[src/rtl/imm_extend_unit_pkg.sv]
// Shared immediate-extension definitions: mode encodings and default widths.
package imm_pkg;

    localparam int unsigned IMM_IN_W  = 16;
    localparam int unsigned IMM_OUT_W = 32;
    localparam int unsigned IMM_MODE_W = 2;

    typedef logic [IMM_MODE_W-1:0] imm_mode_t;

    localparam imm_mode_t IMM_SEXT      = 2'd0;
    localparam imm_mode_t IMM_ZEXT      = 2'd1;
    localparam imm_mode_t IMM_UPPER     = 2'd2;
    localparam imm_mode_t IMM_SEXT_SHL2 = 2'd3;

endpackage

[src/rtl/imm_extend_unit_if.sv]
// Decode-side bus of the immediate extension stage.
// master: the pipeline front end driving immediates; slave: imm_extend_unit.
interface imm_extend_unit_if
    import imm_pkg::*;
#(
    parameter int unsigned IN_W  = IMM_IN_W,
    parameter int unsigned OUT_W = IMM_OUT_W
) ();

    logic              stall;
    logic              flush;
    logic              in_valid;
    logic [IN_W-1:0]   imm;
    imm_mode_t         mode;
    logic [OUT_W-1:0]  pc_next;
    logic              ext_valid;
    logic [OUT_W-1:0]  ext;
    logic              tgt_valid;
    logic [OUT_W-1:0]  tgt;

    modport master (
        output stall, flush, in_valid, imm, mode, pc_next,
        input  ext_valid, ext, tgt_valid, tgt
    );

    modport slave (
        input  stall, flush, in_valid, imm, mode, pc_next,
        output ext_valid, ext, tgt_valid, tgt
    );

endinterface

[src/rtl/imm_extend_unit_ext_core.sv]
// imm_ext_core: combinational IN_W-to-OUT_W immediate widening mux.
module imm_ext_core
    import imm_pkg::*;
#(
    parameter int unsigned IN_W  = IMM_IN_W,
    parameter int unsigned OUT_W = IMM_OUT_W
) (
    input  logic [IN_W-1:0]  i_imm,
    input  imm_mode_t        i_mode,
    output logic [OUT_W-1:0] o_ext_c
);

    logic [OUT_W-1:0] w_sext;

    assign w_sext = {{(OUT_W-IN_W){i_imm[IN_W-1]}}, i_imm};

    // Select the widened form; SEXT_SHL2 drops the top two sign bits.
    always_comb begin
        o_ext_c = w_sext;
        case (i_mode)
            IMM_SEXT:      o_ext_c = w_sext;
            IMM_ZEXT:      o_ext_c = {{(OUT_W-IN_W){1'b0}}, i_imm};
            IMM_UPPER:     o_ext_c = {i_imm, {(OUT_W-IN_W){1'b0}}};
            IMM_SEXT_SHL2: o_ext_c = {w_sext[OUT_W-3:0], 2'b00};
            default:       o_ext_c = w_sext;
        endcase
    end

endmodule

[src/rtl/imm_extend_unit.sv]
// imm_extend_unit: registered immediate extension with valid/stall/flush,
// plus an optional second stage computing pc_next + (sext(imm) << 2).
// Optional branch-target stage enabled by defining IMM_BRANCH_TARGET_EN.
module imm_extend_unit
    import imm_pkg::*;
#(
    parameter int unsigned IN_W  = IMM_IN_W,
    parameter int unsigned OUT_W = IMM_OUT_W
) (
    input  logic             clk,
    input  logic             rst,
    imm_extend_unit_if.slave bus
);

    // Width sanity: the shift-by-2 form needs two bits of headroom.
    if (OUT_W < IN_W + 2) begin : g_bad_width
        $error("imm_extend_unit: OUT_W must be >= IN_W + 2");
    end

    logic [OUT_W-1:0] w_ext;
    logic [OUT_W-1:0] r_ext;
    logic             r_ext_valid;

    imm_ext_core #(.IN_W(IN_W), .OUT_W(OUT_W)) u_ext_core (
        .i_imm   (bus.imm),
        .i_mode  (bus.mode),
        .o_ext_c (w_ext)
    );

    // S1: extended immediate and its valid.
    always_ff @(posedge clk) begin
        if (rst) begin
            r_ext       <= '0;
            r_ext_valid <= 1'b0;
        end else if (bus.flush) begin
            r_ext       <= '0;
            r_ext_valid <= 1'b0;
        end else if (!bus.stall) begin
            r_ext       <= w_ext;
            r_ext_valid <= bus.in_valid;
        end
    end

    assign bus.ext       = r_ext;
    assign bus.ext_valid = r_ext_valid;

`ifdef IMM_BRANCH_TARGET_EN
    logic [OUT_W-1:0] r_s1_pc;
    logic [IN_W-1:0]  r_s1_imm;
    logic [OUT_W-1:0] w_off;
    logic [OUT_W-1:0] r_tgt;
    logic             r_tgt_valid;

    imm_ext_core #(.IN_W(IN_W), .OUT_W(OUT_W)) u_off_core (
        .i_imm   (r_s1_imm),
        .i_mode  (IMM_SEXT_SHL2),
        .o_ext_c (w_off)
    );

    // S1 copies of pc_next and the raw immediate feeding the adder.
    always_ff @(posedge clk) begin
        if (rst) begin
            r_s1_pc  <= '0;
            r_s1_imm <= '0;
        end else if (!bus.flush && !bus.stall) begin
            r_s1_pc  <= bus.pc_next;
            r_s1_imm <= bus.imm;
        end
    end

    // S2: branch target, wrapping modulo 2^OUT_W.
    always_ff @(posedge clk) begin
        if (rst) begin
            r_tgt       <= '0;
            r_tgt_valid <= 1'b0;
        end else if (bus.flush) begin
            r_tgt       <= '0;
            r_tgt_valid <= 1'b0;
        end else if (!bus.stall) begin
            r_tgt       <= r_s1_pc + w_off;
            r_tgt_valid <= r_ext_valid;
        end
    end

    assign bus.tgt       = r_tgt;
    assign bus.tgt_valid = r_tgt_valid;
`else
    logic w_unused_pc;

    assign w_unused_pc   = ^bus.pc_next;
    assign bus.tgt       = '0;
    assign bus.tgt_valid = 1'b0;
`endif

endmodule

[src/flat_wrapper.sv]
// flat-port wrapper written by rule: the top's interface ports become plain ports
module imm_extend_unit_flat import imm_pkg::*;
#(
    parameter int unsigned IN_W  = IMM_IN_W,
    parameter int unsigned OUT_W = IMM_OUT_W
)
  (clk, rst, bus_stall, bus_flush, bus_in_valid, bus_imm, bus_mode, bus_pc_next, bus_ext_valid, bus_ext, bus_tgt_valid, bus_tgt);
  imm_extend_unit_if #(.IN_W(IN_W), .OUT_W(OUT_W)) bus_i ();
  input  logic clk;
  input  logic rst;
  input wire logic [$bits(bus_i.stall)-1:0] bus_stall;
  input wire logic [$bits(bus_i.flush)-1:0] bus_flush;
  input wire logic [$bits(bus_i.in_valid)-1:0] bus_in_valid;
  input wire logic [$bits(bus_i.imm)-1:0] bus_imm;
  input wire logic [$bits(bus_i.mode)-1:0] bus_mode;
  input wire logic [$bits(bus_i.pc_next)-1:0] bus_pc_next;
  output wire logic [$bits(bus_i.ext_valid)-1:0] bus_ext_valid;
  output wire logic [$bits(bus_i.ext)-1:0] bus_ext;
  output wire logic [$bits(bus_i.tgt_valid)-1:0] bus_tgt_valid;
  output wire logic [$bits(bus_i.tgt)-1:0] bus_tgt;
  assign bus_i.stall = bus_stall;
  assign bus_i.flush = bus_flush;
  assign bus_i.in_valid = bus_in_valid;
  assign bus_i.imm = bus_imm;
  assign bus_i.mode = bus_mode;
  assign bus_i.pc_next = bus_pc_next;
  assign bus_ext_valid = bus_i.ext_valid;
  assign bus_ext = bus_i.ext;
  assign bus_tgt_valid = bus_i.tgt_valid;
  assign bus_tgt = bus_i.tgt;
  imm_extend_unit #(.IN_W(IN_W), .OUT_W(OUT_W)) u_core (.clk(clk), .rst(rst), .bus(bus_i));
endmodule
[config.mk]
export PLATFORM = sky130hd
export DESIGN_NAME = imm_extend_unit_flat
export DESIGN_NICKNAME = d
export VERILOG_FILES = /design/src/rtl/imm_extend_unit_pkg.sv /design/src/rtl/imm_extend_unit_if.sv /design/src/rtl/imm_extend_unit_ext_core.sv /design/src/rtl/imm_extend_unit.sv /design/src/flat_wrapper.sv
export SDC_FILE = /design/constraint.sdc
export NUM_CORES = 1
export LEC_CHECK = 0
export BUFFER_PORTS_ARGS = -buffer_cell sky130_fd_sc_hd__buf_2
export CORE_ASPECT_RATIO = 0.8
export CORE_MARGIN = 10
export CORE_UTILIZATION = 41
export CTS_CLUSTER_DIAMETER = 120
export DETAILED_ROUTE_END_ITERATION = 10
export PLACE_DENSITY_LB_ADDON = 0.1
export SLEW_MARGIN = 5
export SYNTH_ARGS = -nofsm -noshare
export SYNTH_HDL_FRONTEND = slang
export SYNTH_SLANG_ARGS = --single-unit
export TNS_END_PERCENT = 10
[constraint.sdc]
create_clock -name clk -period 1.2 [get_ports clk]
set_clock_uncertainty 0.2 [all_clocks]
set_input_delay 0.06 -clock clk [delete_from_list [all_inputs] [get_ports clk]]
set_output_delay 0.06 -clock clk [all_outputs]
set_load 0.01 [all_outputs]
==> impl_metrics.csv <==
group,metric,value,unit
detailed_routing,routed_wl,4856,um
worst_setup_path,worstSetupStartpointType,"input port",
worst_setup_path,cp-startpoint,"bus_imm[6]",
cells_and_area,syn_to_final_growth,29.16,%
global_routing,grt_first_pass_wirelength,7797,um
global_routing,grt_usage,12.91,%
cells_and_area,fillers,411,
power_and_ir_drop,clkPwrFrac,35.9,%
worst_setup_path,end_kind,"flip-flop",
cts,hold_buffers,16,
placed_design,dp_hpwl,3500,um
placed_design,post-place-ws,-0.1885,ns
outcome,status,"complete, but fails checks",
power_and_ir_drop,total_leakage_power,1.018,nW
detailed_routing,vias,1433,
power_and_ir_drop,power_density,1148,nW/um2
timing,max_freq,848.5,MHz
worst_setup_path,worst_ep_arrival_time,1.14,ns
cts,clk_pin_slew,0.07,ns
floorplan,die_area,7259,um2
hold_path,hp-class,"input port to flip-flop",
placed_design,dpl_cell_area,1933,um2
floorplan,num_rows,21,
cells_and_area,final_common_cell,"buf_2",
worst_setup_path,ff2ff_path_depth,2,
synthesis,synthMuxAreaShare,1.152,%
synthesis,synth_edf_count,0,
floorplan,io_pins,121,
synthesis,synth_area,1738,um2
cells_and_area,drive_gt1_share,35.80,%
cells_and_area,final_nets,311,
cts,cts_tree,"yes",
synthesis,synth_top_family_by_area,"buffers and inverters",
detailed_routing,wl_per_cell,15.46,um
synthesis,ys_seq_area_share,38.01,%
timing,fin_crit,1.179,ns
power_and_ir_drop,p_comb_share,19.0,%
detailed_routing,first_pass_iters,4,
global_routing,grt_max_degree,34,
placed_design,place_inst,290,
cells_and_area,register_area,660.6,um2
timing,setup_viol,0,
synthesis,ys_warn_count,0,
timing,relSlewSlack,60.41,%
cts,cts_root_buffer,"clkbuf_8",
synthesis,synthArstFlopShare,0,%
power_and_ir_drop,p_int,1.856,mW
floorplan,coreArea,4125,um2
global_routing,antenna_found_initial,0,
cells_and_area,layout_common_cells,"buf_2, conb_1, dfxtp_1, a221oi_2, inv_1",
synthesis,synth_compound_area_share,22.03,%
cells_and_area,fin_cells,314,
floorplan,start_util,42.13,%
worst_setup_path,endpoint,"u_core.bus.ext[6]$_SDFFE_PP0N_",
synthesis,avgSynthCellArea,9.244,um2
detailed_routing,drc,0,
worst_setup_path,r2r_end,"u_core.bus.ext[18]$_SDFFE_PP0N_",
timing,worst_pin_slew,0.5931,ns
synthesis,synthAdderAreaFrac,0,%
worst_setup_path,regToRegSetupSlack,0.25,ns
cts,insertion_delay,0.28,ns
synthesis,ys_types,24,
cells_and_area,antenna_cells,0,
detailed_routing,vias_per_cell,4.564,
floorplan,die_y,78.23,um
timing,period_share,98.21,%
outcome,violations,"hold timing",
cells_and_area,fin_area,2245,um2
global_routing,gr-total-overflow,0,
cells_and_area,postLayoutCoreUtil,54.41,%
timing,setup_slack,0.02142,ns
cells_and_area,multi_input_area,842.1,um2
worst_setup_path,crit_type,"input port to flip-flop",
global_routing,grt_pass1_vias,1516,
detailed_routing,antenna_left,0,
placed_design,gp_congestion,0.7090,
worst_setup_path,timing.rr.start,"u_core.bus.ext[18]$_SDFFE_PP0N_",
synthesis,synth_flop_cell,"dfxtp_1",
timing,worst_hold_slack,-0.06540,ns
synthesis,synth-simple-area-share,14.76,%
power_and_ir_drop,swShare,27.96,%
cts,post_cts_buffers,0,
detailed_routing,drt_iter0_drc,118,
worst_setup_path,path_max_fanout,3,
cts,cts.path.max_buffers,2,
floorplan,fp.dieW,92.79,um
cts,cts_buffers,5,
flow_run,drv_cap,0,
worst_setup_path,crit_required,1.17,ns
power_and_ir_drop,vdd_drop_max,0.9014,mV
power_and_ir_drop,seqPwrFrac,45.1,%
synthesis,synth_seq_cells,33,
power_and_ir_drop,power_switching,0.7204,mW
timing,drv_slew,0,
synthesis,synthCells,188,
synthesis,synth-xor-area-share,0.5040,%
cts,cts.sinks,33,
placed_design,portBuffers,55,
timing,finalHoldViolCount,2,
cts,ctsHtreeMaxLevel,2,
[worst max-delay path: stages]
cell           delay (ns)
dlygate4sd3_1        0.55
buf_2                0.15
a221oi_2             0.30
nor3_1               0.08
[cell usage after synthesis, types with 4 or more instances]
library cell / instances / area share (%)
nor2b_1: 14 / 5.0
inv_1: 17 / 3.7
dfxtp_1: 33 / 38
clkbuf_1: 5 / 1.1
nor3_1: 14 / 4.0
buf_4: 34 / 15
nand2_1: 15 / 3.2
buf_2: 6 / 1.7
a221oi_2: 12 / 10
a221oi_1: 17 / 8.6
nor2_1: 4 / 0.86
[repair_timing]
action	in CTS	in global routing
setup endpoints to repair	0	8
gates resized for setup	0	8
hold endpoints to repair	32	2
[state kept, by name (all words and copies together), names as in the netlist]
signal,count
u_core.bus.ext_valid,1
u_core.bus.ext,32
[cells by family (layout without fill, tap and decap cells)]
family | after synthesis | count (layout)
AOI/OAI and AO/OA | 35 | 35
xor gates and xnor gates | 1 | 1
buffers and inverters | 65 | 102
DFF | 33 | 33
muxes | 2 | 2
other | 1 | 33
and+or+nand+nor | 51 | 51
[power groups by stage]
stage	clock (mW)	combinational, mW	sequential (mW)
5_1_grt	0.980	0.545	1.17
2_1_floorplan	0	0.336	1.21
4_1_cts	0.938	0.465	1.16
3_3_place_gp	0	0.424	1.19
3_5_place_dp	0	0.424	1.19
6_report	0.924	0.491	1.16
[per-stage QoR]
stage | power [mW] | TNS [ns] | hold slack, ns
after floorplan | 1.543 | 0 | 0.003943
final | 2.577 | 0 | -0.06540
after CTS | 2.565 | 0 | -0.07652
after global placement | 1.609 | -1.967 | 0.09899
after global routing | 2.691 | -0.01139 | -0.04495
after detailed placement | 1.610 | -2.038 | 0.1080
[cell type report]
| type | instances | share of cell area, % |
|---|---|---|
| multi-input cells | 122 | 37.51 |
| flip-flops and latches | 33 | 29.43 |
| repair buffers | 77 | 22.52 |
| clock buffers | 7 | 4.292 |
| well taps | 57 | 3.177 |
| inverters | 17 | 2.843 |
| clock inverters | 1 | 0.2230 |
[per-layer routing]
metal | global-route usage (%) | part of all wire, % | up-vias
met3 | 6.179 | 9.9 | 4
met5 | 0 | 0 | -
met1 | 16.60 | 45 | 645
met2 | 19.09 | 45 | 63
met4 | 2.769 | 0.47 | 0
li1 | - | - | 721
[worst min-delay path by stage]
stage	cells past startpoint	slack [ns]	from	to
2_1_floorplan	2	0.004	bus_in_valid	u_core.bus.ext_valid$_SDFFE_PP0N_
3_3_place_gp	3	0.1	bus_in_valid	u_core.bus.ext_valid$_SDFFE_PP0N_
3_5_place_dp	3	0.11	bus_in_valid	u_core.bus.ext_valid$_SDFFE_PP0N_
4_1_cts	3	-0.08	bus_mode[0]	u_core.bus.ext[31]$_SDFFE_PP0N_
5_1_grt	3	-0.04	bus_mode[0]	u_core.bus.ext[31]$_SDFFE_PP0N_
6_report	3	-0.07	bus_mode[0]	u_core.bus.ext[31]$_SDFFE_PP0N_
(Power assumes the default switching activity.)
